==> config.mk <==
export PLATFORM = sky130hd
export DESIGN_NAME = vending_request_arbiter_flat
export DESIGN_NICKNAME = d
export VERILOG_FILES = /design/src/rtl/vending_request_arbiter_if.sv /design/src/rtl/vending_request_arbiter.sv /design/src/flat_wrapper.sv
export SDC_FILE = /design/constraint.sdc
export NUM_CORES = 1
export LEC_CHECK = 0
export BUFFER_PORTS_ARGS = -buffer_cell sky130_fd_sc_hd__buf_2
export CAP_MARGIN = 20
export CORE_MARGIN = 4
export CORE_UTILIZATION = 40
export CTS_CLUSTER_DIAMETER = 100
export DETAILED_ROUTE_END_ITERATION = 8
export HOLD_SLACK_MARGIN = 0.12
export PLACE_DENSITY_LB_ADDON = 0.05
export SLEW_MARGIN = 20
export SYNTH_ARGS = -nofsm -noshare
export SYNTH_HDL_FRONTEND = slang
export SYNTH_SLANG_ARGS = --single-unit
==> constraint.sdc <==
create_clock -name clk -period 1.8 [get_ports clk]
set_input_delay 0.27 -clock clk [delete_from_list [all_inputs] [get_ports clk]]
set_output_delay 0.27 -clock clk [all_outputs]
set_load 0.03 [all_outputs]
==> src/rtl/vending_request_arbiter_if.sv <==
// Panel-side and core-side signal bundle for vending_request_arbiter.
// slave: the arbiter. master: the surrounding system (panels plus core).
interface vending_request_arbiter_if #(
  parameter int unsigned NUM_REQ = 4
);
  // Panel requests
  logic [NUM_REQ-1:0]   req;
  logic [2*NUM_REQ-1:0] req_item;
  logic [2*NUM_REQ-1:0] req_coin_50;
  logic [2*NUM_REQ-1:0] req_coin_10;
  logic [2*NUM_REQ-1:0] req_coin_5;
  logic [2*NUM_REQ-1:0] req_coin_1;

  // Panel responses
  logic [NUM_REQ-1:0]   grant;
  logic [NUM_REQ-1:0]   done;
  logic                 err;
  logic                 busy;
  logic [1:0]           rsp_item;
  logic [2:0]           rsp_coin_50;
  logic [2:0]           rsp_coin_10;
  logic [2:0]           rsp_coin_5;
  logic [2:0]           rsp_coin_1;

  // Core inputs (driven by the arbiter)
  logic [1:0]           core_item_in;
  logic [1:0]           core_coin_50;
  logic [1:0]           core_coin_10;
  logic [1:0]           core_coin_5;
  logic [1:0]           core_coin_1;

  // Core outputs
  logic [1:0]           core_service;
  logic [1:0]           core_item_out;
  logic [2:0]           core_cout_50;
  logic [2:0]           core_cout_10;
  logic [2:0]           core_cout_5;
  logic [2:0]           core_cout_1;

  modport slave (
    input  req, req_item, req_coin_50, req_coin_10, req_coin_5, req_coin_1,
    output grant, done, err, busy,
    output rsp_item, rsp_coin_50, rsp_coin_10, rsp_coin_5, rsp_coin_1,
    output core_item_in, core_coin_50, core_coin_10, core_coin_5, core_coin_1,
    input  core_service, core_item_out, core_cout_50, core_cout_10, core_cout_5, core_cout_1
  );

  modport master (
    output req, req_item, req_coin_50, req_coin_10, req_coin_5, req_coin_1,
    input  grant, done, err, busy,
    input  rsp_item, rsp_coin_50, rsp_coin_10, rsp_coin_5, rsp_coin_1,
    input  core_item_in, core_coin_50, core_coin_10, core_coin_5, core_coin_1,
    output core_service, core_item_out, core_cout_50, core_cout_10, core_cout_5, core_cout_1
  );
endinterface

==> src/rtl/vending_request_arbiter.sv <==
// Round-robin arbiter sharing one vendingMachine core between NUM_REQ panels.
// Flow: IDLE -> ISSUE (one-cycle item/coin presentation) -> WAIT (core BUSY
// until OFF) -> DONE (done pulse to winner) -> IDLE.
// Optional feature macro: VEND_ARB_TIMEOUT_EN adds a WAIT watchdog that aborts
// after TIMEOUT_CYCLES WAIT cycles with an empty result and an err pulse.
module vending_request_arbiter #(
  parameter int unsigned NUM_REQ        = 4,
  parameter int unsigned TIMEOUT_CYCLES = 64
) (
  input logic                      clk,
  input logic                      reset,
  vending_request_arbiter_if.slave bus
);
  localparam int unsigned PTR_W = $clog2(NUM_REQ);

  typedef enum logic [1:0] {IDLE, ISSUE, WAIT, DONE} state_t;
  typedef enum logic [1:0] {SVC_OFF = 2'b00, SVC_ON = 2'b01, SVC_BUSY = 2'b10} service_t;

  state_t             state;
  logic [PTR_W-1:0]   rrPtr;
  logic [PTR_W-1:0]   winner;
  logic [NUM_REQ-1:0] eligible;
  logic               anyEligible;
  logic [PTR_W-1:0]   pick;
  logic [1:0]         selItem, sel50, sel10, sel5, sel1;

  logic [NUM_REQ-1:0] grantQ, doneQ;
  logic               busyQ;
  logic [1:0]         rspItemQ;
  logic [2:0]         rsp50Q, rsp10Q, rsp5Q, rsp1Q;
  logic [1:0]         coreItemQ, core50Q, core10Q, core5Q, core1Q;

`ifdef VEND_ARB_TIMEOUT_EN
  logic [7:0]         waitCnt;
  logic               errQ;
`endif

  // A panel is eligible when it requests with a real item code
  always_comb begin
    eligible = '0;
    for (int unsigned i = 0; i < NUM_REQ; i++) begin
      eligible[i] = bus.req[i] && (bus.req_item[2*i +: 2] != 2'b00);
    end
  end

  // First eligible panel at or after rrPtr, wrapping
  always_comb begin
    int unsigned idx;
    idx         = 0;
    pick        = '0;
    anyEligible = 1'b0;
    for (int unsigned k = 0; k < NUM_REQ; k++) begin
      idx = (32'(rrPtr) + k) % NUM_REQ;
      if (!anyEligible && eligible[idx]) begin
        anyEligible = 1'b1;
        pick        = PTR_W'(idx);
      end
    end
  end

  // Request fields of the selected panel
  always_comb begin
    selItem = bus.req_item[2*int'(pick) +: 2];
    sel50   = bus.req_coin_50[2*int'(pick) +: 2];
    sel10   = bus.req_coin_10[2*int'(pick) +: 2];
    sel5    = bus.req_coin_5[2*int'(pick) +: 2];
    sel1    = bus.req_coin_1[2*int'(pick) +: 2];
  end

  // Arbitration FSM with registered outputs.
  // The core_* registers double as the request latch: they are loaded on the
  // grant edge and hold the winner's values for the single ISSUE cycle.
  always_ff @(posedge clk or negedge reset) begin
    if (!reset) begin
      state     <= IDLE;
      rrPtr     <= '0;
      winner    <= '0;
      grantQ    <= '0;
      doneQ     <= '0;
      busyQ     <= 1'b0;
      rspItemQ  <= '0;
      rsp50Q    <= '0;
      rsp10Q    <= '0;
      rsp5Q     <= '0;
      rsp1Q     <= '0;
      coreItemQ <= '0;
      core50Q   <= '0;
      core10Q   <= '0;
      core5Q    <= '0;
      core1Q    <= '0;
`ifdef VEND_ARB_TIMEOUT_EN
      waitCnt   <= '0;
      errQ      <= 1'b0;
`endif
    end else begin
      doneQ <= '0;
`ifdef VEND_ARB_TIMEOUT_EN
      errQ  <= 1'b0;
`endif
      case (state)
        IDLE: begin
          if (bus.core_service == SVC_ON && anyEligible) begin
            winner    <= pick;
            grantQ    <= NUM_REQ'(1) << pick;
            busyQ     <= 1'b1;
            coreItemQ <= selItem;
            core50Q   <= sel50;
            core10Q   <= sel10;
            core5Q    <= sel5;
            core1Q    <= sel1;
            state     <= ISSUE;
          end
        end
        ISSUE: begin
          coreItemQ <= '0;
          core50Q   <= '0;
          core10Q   <= '0;
          core5Q    <= '0;
          core1Q    <= '0;
`ifdef VEND_ARB_TIMEOUT_EN
          waitCnt   <= '0;
`endif
          state     <= WAIT;
        end
        WAIT: begin
          if (bus.core_service == SVC_OFF) begin
            rspItemQ <= bus.core_item_out;
            rsp50Q   <= bus.core_cout_50;
            rsp10Q   <= bus.core_cout_10;
            rsp5Q    <= bus.core_cout_5;
            rsp1Q    <= bus.core_cout_1;
            doneQ    <= NUM_REQ'(1) << winner;
            state    <= DONE;
          end
`ifdef VEND_ARB_TIMEOUT_EN
          else if (waitCnt == 8'(TIMEOUT_CYCLES - 1)) begin
            rspItemQ <= '0;
            rsp50Q   <= '0;
            rsp10Q   <= '0;
            rsp5Q    <= '0;
            rsp1Q    <= '0;
            doneQ    <= NUM_REQ'(1) << winner;
            errQ     <= 1'b1;
            state    <= DONE;
          end else begin
            waitCnt  <= waitCnt + 8'd1;
          end
`endif
        end
        DONE: begin
          grantQ <= '0;
          busyQ  <= 1'b0;
          rrPtr  <= PTR_W'((32'(winner) + 1) % NUM_REQ);
          state  <= IDLE;
        end
        default: state <= IDLE;
      endcase
    end
  end

  assign bus.grant        = grantQ;
  assign bus.done         = doneQ;
  assign bus.busy         = busyQ;
  assign bus.rsp_item     = rspItemQ;
  assign bus.rsp_coin_50  = rsp50Q;
  assign bus.rsp_coin_10  = rsp10Q;
  assign bus.rsp_coin_5   = rsp5Q;
  assign bus.rsp_coin_1   = rsp1Q;
  assign bus.core_item_in = coreItemQ;
  assign bus.core_coin_50 = core50Q;
  assign bus.core_coin_10 = core10Q;
  assign bus.core_coin_5  = core5Q;
  assign bus.core_coin_1  = core1Q;
`ifdef VEND_ARB_TIMEOUT_EN
  assign bus.err          = errQ;
`else
  assign bus.err          = 1'b0;
`endif
endmodule

==> src/flat_wrapper.sv <==
// flat-port wrapper written by rule: the top's interface ports become plain ports
module vending_request_arbiter_flat 
#(
  parameter int unsigned NUM_REQ        = 4,
  parameter int unsigned TIMEOUT_CYCLES = 64
)
  (clk, reset, bus_req, bus_req_item, bus_req_coin_50, bus_req_coin_10, bus_req_coin_5, bus_req_coin_1, bus_grant, bus_done, bus_err, bus_busy, bus_rsp_item, bus_rsp_coin_50, bus_rsp_coin_10, bus_rsp_coin_5, bus_rsp_coin_1, bus_core_item_in, bus_core_coin_50, bus_core_coin_10, bus_core_coin_5, bus_core_coin_1, bus_core_service, bus_core_item_out, bus_core_cout_50, bus_core_cout_10, bus_core_cout_5, bus_core_cout_1);
  vending_request_arbiter_if #(.NUM_REQ(NUM_REQ)) bus_i ();
  input logic clk;
  input logic reset;
  input wire logic [$bits(bus_i.req)-1:0] bus_req;
  input wire logic [$bits(bus_i.req_item)-1:0] bus_req_item;
  input wire logic [$bits(bus_i.req_coin_50)-1:0] bus_req_coin_50;
  input wire logic [$bits(bus_i.req_coin_10)-1:0] bus_req_coin_10;
  input wire logic [$bits(bus_i.req_coin_5)-1:0] bus_req_coin_5;
  input wire logic [$bits(bus_i.req_coin_1)-1:0] bus_req_coin_1;
  output wire logic [$bits(bus_i.grant)-1:0] bus_grant;
  output wire logic [$bits(bus_i.done)-1:0] bus_done;
  output wire logic [$bits(bus_i.err)-1:0] bus_err;
  output wire logic [$bits(bus_i.busy)-1:0] bus_busy;
  output wire logic [$bits(bus_i.rsp_item)-1:0] bus_rsp_item;
  output wire logic [$bits(bus_i.rsp_coin_50)-1:0] bus_rsp_coin_50;
  output wire logic [$bits(bus_i.rsp_coin_10)-1:0] bus_rsp_coin_10;
  output wire logic [$bits(bus_i.rsp_coin_5)-1:0] bus_rsp_coin_5;
  output wire logic [$bits(bus_i.rsp_coin_1)-1:0] bus_rsp_coin_1;
  output wire logic [$bits(bus_i.core_item_in)-1:0] bus_core_item_in;
  output wire logic [$bits(bus_i.core_coin_50)-1:0] bus_core_coin_50;
  output wire logic [$bits(bus_i.core_coin_10)-1:0] bus_core_coin_10;
  output wire logic [$bits(bus_i.core_coin_5)-1:0] bus_core_coin_5;
  output wire logic [$bits(bus_i.core_coin_1)-1:0] bus_core_coin_1;
  input wire logic [$bits(bus_i.core_service)-1:0] bus_core_service;
  input wire logic [$bits(bus_i.core_item_out)-1:0] bus_core_item_out;
  input wire logic [$bits(bus_i.core_cout_50)-1:0] bus_core_cout_50;
  input wire logic [$bits(bus_i.core_cout_10)-1:0] bus_core_cout_10;
  input wire logic [$bits(bus_i.core_cout_5)-1:0] bus_core_cout_5;
  input wire logic [$bits(bus_i.core_cout_1)-1:0] bus_core_cout_1;
  assign bus_i.req = bus_req;
  assign bus_i.req_item = bus_req_item;
  assign bus_i.req_coin_50 = bus_req_coin_50;
  assign bus_i.req_coin_10 = bus_req_coin_10;
  assign bus_i.req_coin_5 = bus_req_coin_5;
  assign bus_i.req_coin_1 = bus_req_coin_1;
  assign bus_grant = bus_i.grant;
  assign bus_done = bus_i.done;
  assign bus_err = bus_i.err;
  assign bus_busy = bus_i.busy;
  assign bus_rsp_item = bus_i.rsp_item;
  assign bus_rsp_coin_50 = bus_i.rsp_coin_50;
  assign bus_rsp_coin_10 = bus_i.rsp_coin_10;
  assign bus_rsp_coin_5 = bus_i.rsp_coin_5;
  assign bus_rsp_coin_1 = bus_i.rsp_coin_1;
  assign bus_core_item_in = bus_i.core_item_in;
  assign bus_core_coin_50 = bus_i.core_coin_50;
  assign bus_core_coin_10 = bus_i.core_coin_10;
  assign bus_core_coin_5 = bus_i.core_coin_5;
  assign bus_core_coin_1 = bus_i.core_coin_1;
  assign bus_i.core_service = bus_core_service;
  assign bus_i.core_item_out = bus_core_item_out;
  assign bus_i.core_cout_50 = bus_core_cout_50;
  assign bus_i.core_cout_10 = bus_core_cout_10;
  assign bus_i.core_cout_5 = bus_core_cout_5;
  assign bus_i.core_cout_1 = bus_core_cout_1;
  vending_request_arbiter #(.NUM_REQ(NUM_REQ), .TIMEOUT_CYCLES(TIMEOUT_CYCLES)) u_core (.clk(clk), .reset(reset), .bus(bus_i));
endmodule
Word level (Yosys, flattened, before mapping). Index checks and enable logic that the tools add are counted. W data, S select, Z words.

Register bits after elaboration: 39. Output and inout port bits: 34. Word-level logic and storage cells: 96.

$add $sub $neg: 4. $lt $le $gt $ge: 4. Equality and inequality tests: 6. Shifts and indexed selects: 7. Muxes and demuxes: 35. Reductions and logical operators: 24.

Operators with widths (number): $shiftx A8 B4 Y2 (5); $mux W2 (11); $pmux W2 S2 (5); $lt A2 B3 Y1 const B (4); $mux W4 (3); $reduce_bool A2 Y1 (6); $reduce_and A2 Y1 (5); $mux W1 (9); $bmux W1 S2 (4); $logic_and A1 B1 Y1 (8); $pmux W2 S4 (1); $pmux W4 S2 (1); $shl A1 B2 Y4 const A (2); $add A2 B1 Y2 const B (2); $add A2 B2 Y2 const B (2); $eq A2 B1 Y1 const B (2); $eq A2 B2 Y1 const B (2); $logic_not A2 Y1 (2); $ne A2 B1 Y1 const B (2); $logic_not A1 Y1 (3); $pmux W1 S2 (1).

Depth between registers and ports, before layout.
Depth in word-level cells: 17. Mapped depth: 6.

Least setup slack after synthesis. OpenSTA, ideal clock, no wires.

Kind: reg2reg. Start: register u_core.state[0]. End: register u_core.rsp10Q[0] (netlist: u_core.bus.rsp_coin_10[0]). Setup time: 0.125 ns. Data arrival time: 1.563 ns. Data required time: 1.675 ns. Setup slack: 0.112 ns. Cell stages (with the launch flop): 7. Path buffers: 2. Cells stage by stage: dfrtp_1 -> inv_1 -> ha_1 -> nor3b_1 -> buf_2 -> buf_2 -> mux2_2.

Word-level cells in the longest chain between the ends: 2.

RTL lines: start, declared (RTL line vending_request_arbiter.sv:19) `state_t state;`; start signal, assigned (RTL line vending_request_arbiter.sv:75) `state <= IDLE;`; start signal, assigned (RTL line vending_request_arbiter.sv:111) `state <= ISSUE;`; start signal, assigned (RTL line vending_request_arbiter.sv:123) `state <= WAIT;`; $eq A2 B2 Y1 (RTL line vending_request_arbiter.sv:100) `case (state)`; $reduce_and A2 Y1 (no source line); end signal, assigned (RTL line vending_request_arbiter.sv:129) `rsp10Q <= bus.core_cout_10;`; end, declared (RTL line vending_request_arbiter.sv:30) `logic [2:0] rsp50Q, rsp10Q, rsp5Q, rsp1Q;`.

Every way passes these cells. A chain may end at the register's enable or synchronous reset.

Worst setup path in the final report.
Start: register u_core.rrPtr[1]. End: register u_core.core5Q[0] (netlist: u_core.bus.core_coin_5[0]).

Word-level cells in the longest chain between the ends: 15.

RTL lines: start, declared (RTL line vending_request_arbiter.sv:20) `logic [PTR_W-1:0] rrPtr;`; start signal, assigned (RTL line vending_request_arbiter.sv:153) `rrPtr <= PTR_W'((32'(winner) + 1) % NUM_REQ);`; parallel branches: the longest is 15 deep, another holds $add A2 B1 Y2; end signal, assigned (RTL line vending_request_arbiter.sv:109) `core5Q <= sel5;`; end, declared (RTL line vending_request_arbiter.sv:31) `logic [1:0] coreItemQ, core50Q, core10Q, core5Q, core1Q;`.

Parallel ways; which one is timed is not known. The select of a mux whose other input is x is not followed.

==> impl_metrics.tcl <==
set metrics [dict create \
    hold_slack_ns 0.196 \
    seqPwrFrac_pct 31.4 \
    arrival_ns 1.87 \
    period_share_pct 93.4 \
    drcViolationCount 0 \
    cts.sinks 39 \
    critPathMaxFanout 8 \
    clkPwrFrac_pct 17.3 \
    syn_avg_cell_area_sq_um 10.7 \
    critPathSlowestCell "dfrtp_2" \
    fin_nets 377 \
    path_class "flip-flop to flip-flop" \
    internal_power_mw 2.51 \
    synth_nets 275 \
    final_common_cell "buf_2" \
    cap_violations 0 \
    yosys_warnings 0 \
    clk-insertion-delay-late_ns 0.30 \
    fmax_mhz 595 \
    syn2layout_area_growth_pct 35.0 \
    clockBufferDepth 2 \
    cts.clk_slew.worst_paths_ns 0.09 \
    synth.ff_latch_count 39 \
    post_drt_wl_per_cell_microns 14.9 \
    rr_worst_depth 6 \
    numPortBuffers 94 \
    numCtsBuffers 5 \
    post-dp-hpwl_microns 4340 \
    r2r-start "u_core.rrPtr[1]" \
    grt_overflow 0 \
    antenna_found_initial 0 \
    synth_cells 204 \
    die_area_sq_um 6680 \
    outcome "complete, no violations" \
    post_cts_buffers 0 \
    timing.critical_path.from "u_core.rrPtr[1]" \
    cp.required_ns 1.99 \
    grt_max_degree 40 \
    start_util_pct 42.0 \
    swShare_pct 42.6 \
    power.switching_mw 1.86 \
    synth_seq_area_share_pct 44.9 \
    gp_routability_congestion 0.785 \
    netlist_area_sq_um 2170 \
    postLayoutCellArea_sq_um 2940 \
    insertedDiodeCount 0 \
    path_cells "or2_1, o22ai_2, a221o_1, buf_4, o211ai_1, a32o_1" \
    fin_util_pct 56.7 \
    grt_util_all_layers_pct 16.9 \
    rows 26 \
    post_dp_cell_area_sq_um 2800 \
    final_cell_mix "buf_2, o211ai_1, dfrtp_1" \
    dr.first_iter.drc_count 77 \
    fp.dieW_microns 81.7 \
    critical_path.max_stage_delay_ns 0.46 \
    maxSlewViolCount 0 \
    core_area_sq_um 5170 \
    hold_viol 0 \
    ant_nets 0 \
    setup_violations 0 \
    start_kind "flip-flop" \
    htreeDepth 2 \
    rsz0062_at_grt "false" \
    root_buffer "clkbuf_8" \
    routed_wl_microns 5620 \
    period_needed_ns 1.68 \
    dieHeight_microns 81.7 \
    grt_pass1_wl_microns 8600 \
    min_from "bus_core_cout_1[2]" \
    power.leakage_nw 1.46 \
    yosysUniqueCellTypes 32 \
    hp-class "input port to flip-flop" \
    num_vias 1962 \
    power_frac_comb_pct 51.2 \
    crit_path_end_kind "flip-flop" \
    vdd_ir_drop_max_v 0.000754 \
    vias_per_cell 5.20 \
    cts_tree "done" \
    grt_pass1_vias 1873 \
    tns_ns 0 \
    io_pins 96 \
    drt_pass1_iterations 4 \
    pwr_density_cell_nw_per_um2 1490 \
    finClkSkew_ns 0.00730 \
    whs_path_depth 2 \
    drive_gt1_share_pct 45.9 \
]
## area by class of cell
type / count / area, sq um
clock buffer: 5 / 68.8
clock inverter: 3 / 46.3
fill: 487 / 2240
inverter: 26 / 97.6
multi-input combinational: 125 / 1030
sequential: 39 / 977
tap: 70 / 87.6
timing repair buffer: 109 / 623
## worst max-delay path, delay by kind of cell (launching register included)
kind,cells,cell delay (ns)
compound gates,4,0.71
buf+inv,1,0.15
flops,1,0.46
simple gates,1,0.24
## logic make-up after synthesis
group	count (synthesis)	share of synthesized area, %
AOI/OAI and AO/OA	77	27.8
adders and majority gates	9	5.18
buffers and inverters	40	8.05
DFF	39	44.9
muxes	17	8.80
other	1	0.172
and+or+nand+nor	21	5.06
## registers in the layout, indices dropped and copies added, names as in the netlist
register	flops
u_core.bus.core_coin_1	2
u_core.bus.rsp_item	2
u_core.bus.core_coin_10	2
u_core.bus.core_item_in	2
u_core.bus.grant	4
u_core.rrPtr	2
u_core.state	2
u_core.bus.rsp_coin_1	3
u_core.bus.core_coin_5	2
u_core.bus.rsp_coin_10	3
u_core.bus.rsp_coin_50	3
u_core.bus.busy	1
u_core.bus.rsp_coin_5	3
u_core.bus.core_coin_50	2
u_core.bus.done	4
u_core.winner	2
## final timing paths
kind	end	slack [ns]
max	u_core.bus.core_coin_5[0]	0.12
min	u_core.bus.rsp_coin_1[2]	0.20
max reg2reg	u_core.bus.core_coin_5[0]	0.12
min reg2reg	u_core.bus.core_coin_10[1]	0.49
max in group asynchronous	u_core.rrPtr[1]	0.89
min in group asynchronous	u_core.bus.rsp_coin_1[0]	0.54
## power by group through the flow
stage	logic (mW)	clock network, mW	registers [mW]
4_1_cts	2.25	0.779	1.38
3_5_place_dp	2.24	0	1.40
2_1_floorplan	1.05	0	1.86
6_report	2.24	0.758	1.38
5_1_grt	2.44	0.823	1.41
3_3_place_gp	2.23	0	1.38
## synth_stat cells
| cell | n | area share (%) |
|---|---|---|
| o211ai_1 | 44 | 15 |
| a32o_1 | 10 | 4.6 |
| o22ai_1 | 1 | 0.29 |
| o21a_1 | 4 | 1.4 |
| o32a_1 | 1 | 0.46 |
| ha_1 | 9 | 5.2 |
| dfrtp_1 | 39 | 45 |
| and2_1 | 5 | 1.4 |
| nor2_2 | 1 | 0.29 |
| buf_2 | 8 | 1.8 |
| nand2_1 | 6 | 1.0 |
| a21boi_1 | 1 | 0.35 |
| a221oi_2 | 1 | 0.69 |
| o22a_1 | 1 | 0.40 |
| a21oi_4 | 1 | 0.75 |
| o21ai_1 | 3 | 0.69 |
| buf_6 | 1 | 0.52 |
| nor3b_1 | 1 | 0.35 |
| buf_4 | 2 | 0.69 |
| clkinv_1 | 1 | 0.17 |
| a41oi_1 | 1 | 0.40 |
| nand2b_1 | 3 | 0.86 |
| or2_1 | 1 | 0.29 |
| mux2_2 | 17 | 8.8 |
| inv_1 | 25 | 4.3 |
| o21ai_2 | 2 | 0.81 |
| clkbuf_1 | 3 | 0.52 |
| a221o_1 | 1 | 0.46 |
| nor2b_1 | 1 | 0.29 |
| conb_1 | 1 | 0.17 |
| o21ai_0 | 6 | 1.4 |
| nor2_1 | 3 | 0.52 |
## per-stage QoR
stage | worst slack [ns] | std cells | power, mW
after floorplan | 0.112 | 204 | 2.91
after global placement | 0.0396 | 368 | 3.61
after detailed placement | 0.0165 | 368 | 3.64
after CTS | 0.0486 | 377 | 4.40
after global routing | 0.0240 | 377 | 4.67
final | 0.118 | 377 | 4.37
## per-layer routing
metal	track usage, %	vias to the layer above	part of all wire [%]	wire [microns]
met3	4.28	5	6.5	366
met5	0	-	0	0
met4	4.98	0	1.1	59
met2	29.1	65	50	2830
met1	20.7	932	42	2360
li1	-	960	-	-
## what timing repair did
item / CTS / global route
hold buffers: 1 / 0
hold endpoints to repair: 39 / 0
endpoints found under the setup margin: 0 / 10
resized for setup: 0 / 2
Power figures use the tool's default switching activity.
